===== config.mk =====
export PLATFORM = sky130hd
export DESIGN_NAME = adder_accum_ctrl
export DESIGN_NICKNAME = d
export VERILOG_FILES = /design/src/rtl/adder_accum_ctrl_pkg.sv /design/src/rtl/adder_accum_ctrl_cla.sv /design/src/rtl/adder_accum_ctrl.sv
export SDC_FILE = /design/constraint.sdc
export NUM_CORES = 1
export LEC_CHECK = 0
export ABC_AREA = 1
export BUFFER_PORTS_ARGS = -buffer_cell sky130_fd_sc_hd__buf_2
export CORE_MARGIN = 1
export CORE_UTILIZATION = 49
export DETAILED_ROUTE_END_ITERATION = 10
export GPL_TIMING_DRIVEN = 0
export PLACE_DENSITY = 0.77
export SYNTH_ARGS = -nofsm -noshare
export SYNTH_HDL_FRONTEND = slang
export SYNTH_SLANG_ARGS = --single-unit

===== constraint.sdc =====
create_clock -name clk -period 2.1 [get_ports clk]
set_input_delay 0.21 -clock clk [delete_from_list [all_inputs] [get_ports clk]]
set_output_delay 0.21 -clock clk [all_outputs]
set_load 0.01 [all_outputs]

===== src/rtl/adder_accum_ctrl_pkg.sv =====
// Shared definitions for the adder accumulation sequencer: FSM state encoding
// and a constant-width helper for sizing the term counter.
package adder_ctrl_pkg;

  typedef enum logic [1:0] {
    ST_IDLE  = 2'd0,
    ST_ACCUM = 2'd1,
    ST_DONE  = 2'd2
  } state_t;

  // Ceiling log2, usable in constant expressions for counter sizing.
  function automatic int clog2(input int value);
    int result;
    result = 0;
    for (int v = value - 1; v > 0; v = v >> 1) begin
      result++;
    end
    return result;
  endfunction

endpackage


===== src/rtl/adder_accum_ctrl_cla.sv =====
// Carry-lookahead adder of 2*DATA_WIDTH bits built from 4-bit lookahead groups
// whose group generate/propagate terms chain the carry between groups.
module carry_lookaheadadder_16bit #(
  parameter int DATA_WIDTH = 8
) (
  input  logic [2*DATA_WIDTH-1:0] inData_A,
  input  logic [2*DATA_WIDTH-1:0] inData_B,
  input  logic                    cin,
  output logic [2*DATA_WIDTH-1:0] sum,
  output logic                    cout
);

  localparam int W      = 2 * DATA_WIDTH;
  localparam int GROUPS = W / 4;

  logic [W-1:0] gen;
  logic [W-1:0] prop;
  logic [W:0]   carry;

  assign gen  = inData_A & inData_B;
  assign prop = inData_A ^ inData_B;

  // Each group derives its internal carries in two logic levels from the
  // group's incoming carry, then hands a lookahead carry to the next group.
  always_comb begin : lookahead
    logic c0;
    logic groupGen;
    logic groupProp;
    int   b;
    carry = '0;
    c0    = cin;
    for (int k = 0; k < GROUPS; k++) begin
      b = 4 * k;
      carry[b]   = c0;
      carry[b+1] = gen[b] | (prop[b] & c0);
      carry[b+2] = gen[b+1] | (prop[b+1] & gen[b]) | (prop[b+1] & prop[b] & c0);
      carry[b+3] = gen[b+2] | (prop[b+2] & gen[b+1]) | (prop[b+2] & prop[b+1] & gen[b])
                 | (prop[b+2] & prop[b+1] & prop[b] & c0);
      groupGen   = gen[b+3] | (prop[b+3] & gen[b+2]) | (prop[b+3] & prop[b+2] & gen[b+1])
                 | (prop[b+3] & prop[b+2] & prop[b+1] & gen[b]);
      groupProp  = &prop[b +: 4];
      c0         = groupGen | (groupProp & c0);
    end
    carry[W] = c0;
  end

  assign sum  = prop ^ carry[W-1:0];
  assign cout = carry[W];

endmodule


===== src/rtl/adder_accum_ctrl.sv =====
// Sequencer that accumulates NUM_TERMS terms through one shared carry-lookahead
// adder and hands the truncated sum plus a sticky overflow flag to a consumer.
module adder_accum_ctrl
  import adder_ctrl_pkg::*;
#(
  parameter int DATA_WIDTH = 8,
  parameter int NUM_TERMS  = 10
) (
  input  logic                    clk,
  input  logic                    rst_n,
  input  logic                    start,
  input  logic                    inValid,
  output logic                    inReady,
  input  logic [2*DATA_WIDTH-1:0] inData,
  output logic                    outValid,
  input  logic                    outReady,
  output logic [2*DATA_WIDTH-1:0] outData,
  output logic                    overflow,
  output logic                    busy
);

  localparam int              CNT_W    = clog2(NUM_TERMS + 1);
  localparam logic [CNT_W-1:0] LAST_CNT = CNT_W'(NUM_TERMS - 1);

  state_t                  state;
  state_t                  nextState;
  logic [2*DATA_WIDTH-1:0] acc;
  logic [CNT_W-1:0]        cnt;
  logic                    ovf;
  logic                    accept;
  logic                    clearAcc;
  logic [2*DATA_WIDTH-1:0] sum;
  logic                    cout;

  carry_lookaheadadder_16bit #(.DATA_WIDTH(DATA_WIDTH)) adder (
    .inData_A (acc),
    .inData_B (inData),
    .cin      (1'b0),
    .sum      (sum),
    .cout     (cout)
  );

  always_ff @(posedge clk) begin
    if (!rst_n) begin
      state <= ST_IDLE;
    end else begin
      state <= nextState;
    end
  end

  // Handshake outputs depend only on state, so no input-to-ready/valid paths exist.
  always_comb begin
    nextState = state;
    inReady   = 1'b0;
    outValid  = 1'b0;
    busy      = 1'b0;
    accept    = 1'b0;
    clearAcc  = 1'b0;
    case (state)
      ST_IDLE: begin
        if (start) begin
          clearAcc  = 1'b1;
          nextState = ST_ACCUM;
        end
      end
      ST_ACCUM: begin
        inReady = 1'b1;
        busy    = 1'b1;
        accept  = inValid;
        if (inValid && (cnt == LAST_CNT)) begin
          nextState = ST_DONE;
        end
      end
      ST_DONE: begin
        outValid = 1'b1;
        busy     = 1'b1;
        if (outReady) begin
          nextState = ST_IDLE;
        end
      end
      default: nextState = ST_IDLE;
    endcase
  end

  always_ff @(posedge clk) begin
    if (!rst_n) begin
      acc <= '0;
      cnt <= '0;
      ovf <= 1'b0;
    end else if (clearAcc) begin
      acc <= '0;
      cnt <= '0;
      ovf <= 1'b0;
    end else if (accept) begin
      acc <= sum;
      cnt <= cnt + CNT_W'(1);
      ovf <= ovf | cout;
    end
  end

  // Result registers are retained after hand-off but masked until the next DONE.
  assign outData  = outValid ? acc : '0;
  assign overflow = outValid & ovf;

endmodule


==> flow_metrics.env <==
export IMPL_status="finished, final reports clean"
export IMPL_final_layout_size_suffix_gt1_frac=0.2365
export IMPL_synth_edf_count=0
export IMPL_numCtsBuffers=3
export IMPL_chipHeight_um=62.34
export IMPL_netlist_instances=253
export IMPL_synth_largest_area_cell="dfxtp_1"
export IMPL_synth_compound_area_frac=0.1248
export IMPL_wirelength_um=3880
export IMPL_powerDensity_nw_per_um2=733.6
export IMPL_wl_per_cell_um=11.35
export IMPL_syn_to_final_growth_pct=18.86
export IMPL_slowest_stage="fa_1"
export IMPL_path_common_cell="nand2_4"
export IMPL_vias_per_cell=4.906
export IMPL_ys_async_sr_fraction=0
export IMPL_overflow=0
export IMPL_coreArea_um2=3416
export IMPL_first_pass_iters=4
export IMPL_r2r_end="acc[13]$_SDFFE_PP0P_"
export IMPL_dieArea_um2=3886
export IMPL_cts_buffer_depth=2
export IMPL_drt_initial_drc_count=81
export IMPL_cts_sinks=23
export IMPL_cp_startpoint="acc[3]$_SDFFE_PP0P_"
export IMPL_insertion_delay_ns=0.31
export IMPL_tightest_slew_ns=0.5763
export IMPL_hold_path_class="in2reg"
export IMPL_min_from="rst_n"
export IMPL_layout_min_cycle_time_ns=2.024
export IMPL_hold_viol_final=0
export IMPL_ys_warn_count=0
export IMPL_vias=1678
export IMPL_slew_viol_final=0
export IMPL_synthSimpleGateAreaFrac=0.2847
export IMPL_yosys_top_cells_count="58 x nand2_1, 36 x inv_1, 27 x nor2_1"
export IMPL_cp_max_fo=4
export IMPL_cp_data_required_time_ns=2.28
export IMPL_synth_yosys_seq_area_share=0.2581
export IMPL_grt_pass1_vias=1576
export IMPL_worstHoldEndpoint="state[0]$_SDFFE_PN0P_"
export IMPL_num_fill_cells=336
export IMPL_cts_tree="yes"
export IMPL_startpoint_type="flop"
export IMPL_ios=41
export IMPL_drv_cap=0
export IMPL_postCtsSetupBuffers=0
export IMPL_muxShareOfSynthArea=0
export IMPL_synth_area_leaders="dfxtp_1 26%, ha_1 15%, nand2_1 12%"
export IMPL_io_buffers=40
export IMPL_die_w_um=62.34
export IMPL_cp_top_family="simple AND/OR/NAND/NOR gates"
export IMPL_r2r_slack_ns=0.08
export IMPL_finalCritPeriodShare=0.9638
export IMPL_worstSetupPathType="reg2reg"
export IMPL_path_cells="ha_4 > or2_0 > nand2_1 > nand2_2 > nand2_2 > nand2_4 > nand2_4 > nand2_4 > fa_1 > xnor2_1 > a21oi_1"
export IMPL_min_path_cells=3
export IMPL_place_congestion=0.8232
export IMPL_num_rows=21
export IMPL_cp_data_arrival_time_ns=2.21
export IMPL_relSlewSlack=0.6158
export IMPL_leakage_nw=1.233
export IMPL_setup_violations=0
export IMPL_grt_pass1_wl_um=6727
export IMPL_grt_usage=0.2101
export IMPL_synth_most_common_cell="nand2_1"
export IMPL_synth_top_family_by_area="simple AND/OR/NAND/NOR gates"
export IMPL_synth_fa_ha_area_frac=0.1992
export IMPL_antenna_found_initial=0
export IMPL_final_util=0.6209
export IMPL_ant_nets=0
export IMPL_dp_hpwl_um=2931
export IMPL_num_nets_final=344
export IMPL_reg2reg_depth=11
export IMPL_htreeDepth=1
export IMPL_synth_top_area_share=0.2581
export IMPL_postCtsHoldBufs=0
export IMPL_synth_area_um2=1784
export IMPL_ys_flop_type="dfxtp_1"
export IMPL_cp_end_kind="flop"
export IMPL_max_freq_ghz=0.4941
export IMPL_num_antenna_cells=0
export IMPL_multi_input_area_um2=1192
export IMPL_skew_ns=0.01017
export IMPL_path_buf_inv=0
export IMPL_drc=0
export IMPL_start_util=0.5223
export IMPL_regArea_um2=461.7
export IMPL_setup_tns_final_ns=0
export IMPL_avgSynthCellArea_um2=7.052
export IMPL_ys_seq_elements=23
export IMPL_syn_nets=300
export IMPL_vdd_drop_max_v=0.0004891
export IMPL_rsz0062_at_grt="true"
export IMPL_netlist_cell_type_count=30
export IMPL_crit_path_max_incr_delay_ns=0.39
export IMPL_grt_max_degree=13
export IMPL_synth_xor_area_frac=0.02945
export IMPL_r2r_start="acc[3]$_SDFFE_PP0P_"
export IMPL_cts_root_buffer="clkbuf_4"
export IMPL_path_clk_slew_ns=0.13
-- flip-flops by register name, summed over array words and instances (netlist names) --
register  flops
acc          16
cnt           4
ovf           1
state         2
-- layout by cell type, fill, tap and decap left out, drive strengths merged, types with 2 or more instances in the layout --
cell type / Yosys / routed
nand2: 66 / 66
buf: 2 / 42
inv: 40 / 40
nor2: 28 / 28
a21oi: 24 / 24
dfxtp: 23 / 23
ha: 22 / 22
o21ai: 12 / 12
nand3: 9 / 9
clkbuf: 4 / 7
xnor2: 4 / 4
fa: 4 / 4
nand4: 3 / 3
o21bai: 2 / 2
xor2: 2 / 2
-- metrics by stage --
stage	cell area (um^2)	worst slack [ns]	cells	power, W	hold WS (ns)
2_1_floorplan	1784	0.1753	253	0.001130	0.3518
3_3_place_gp	2042	0.03306	339	0.001308	0.4499
3_5_place_dp	2042	0.002649	339	0.001333	0.4554
4_1_cts	2083	0.008714	343	0.001544	0.1587
5_1_grt	2121	-0.02245	342	0.001711	0.1503
6_report	2121	0.07605	342	0.001556	0.1694
-- worst max-delay path by stage --
stage / end / slack [ns] / cells after the start
after global routing: acc[13]$_SDFFE_PP0P_ / -0.02 / 12
final: acc[13]$_SDFFE_PP0P_ / 0.08 / 11
after global placement: acc[13]$_SDFFE_PP0P_ / 0.03 / 12
after detailed placement: acc[13]$_SDFFE_PP0P_ / 0.003 / 12
after floorplan: acc[13]$_SDFFE_PP0P_ / 0.18 / 11
after CTS: acc[13]$_SDFFE_PP0P_ / 0.009 / 8
-- layout make-up --
cell class,instances,area share
multi-input combinational,183,0.5622
inverter,41,0.07257
clock buffer,4,0.01239
timing repair buffer,40,0.09440
buffer,5,0.01357
sequential,23,0.2177
tap,46,0.02714
-- cell families after synthesis --
group	after synthesis
AOI/OAI and AO/OA	40
xor gates and xnor gates	6
adders and majority gates	26
buffers and inverters	47
DFF	23
and+or+nand+nor	111
-- per-layer routing --
metal  up-vias  share of wire  global-route usage
li1        888              -                   -
met1       752           0.46              0.2687
met2        34           0.50              0.3668
met3         4          0.037             0.04228
met4         0         0.0098             0.03779
met5         -              0                   0
-- worst register-to-register path: cells and delay by family, from the launching register on --
family	cells	cell delay, ns
adder cells (fa/ha/maj)	2	0.60
AND/OR/NAND/NOR	7	0.66
flip-flops	1	0.38
AO/OA/AOI/OAI	1	0.08
XOR/XNOR	1	0.17
-- report_power, final --
group / switching [W] / total [W] / internal (W)
clock: 0.000131 / 0.000205 / 0.0000742
combinational: 0.000485 / 0.000790 / 0.000305
sequential: 0.0000576 / 0.000561 / 0.000503
total: 0.000673 / 0.00156 / 0.000882
-- what timing repair did --
action                                 4_1_cts  5_1_grt
gates cloned                                 0        0
endpoints found under the hold margin        0        0
setup endpoints to repair                   11       10
gates resized for setup                      3        5
(Power assumes the default switching activity.)
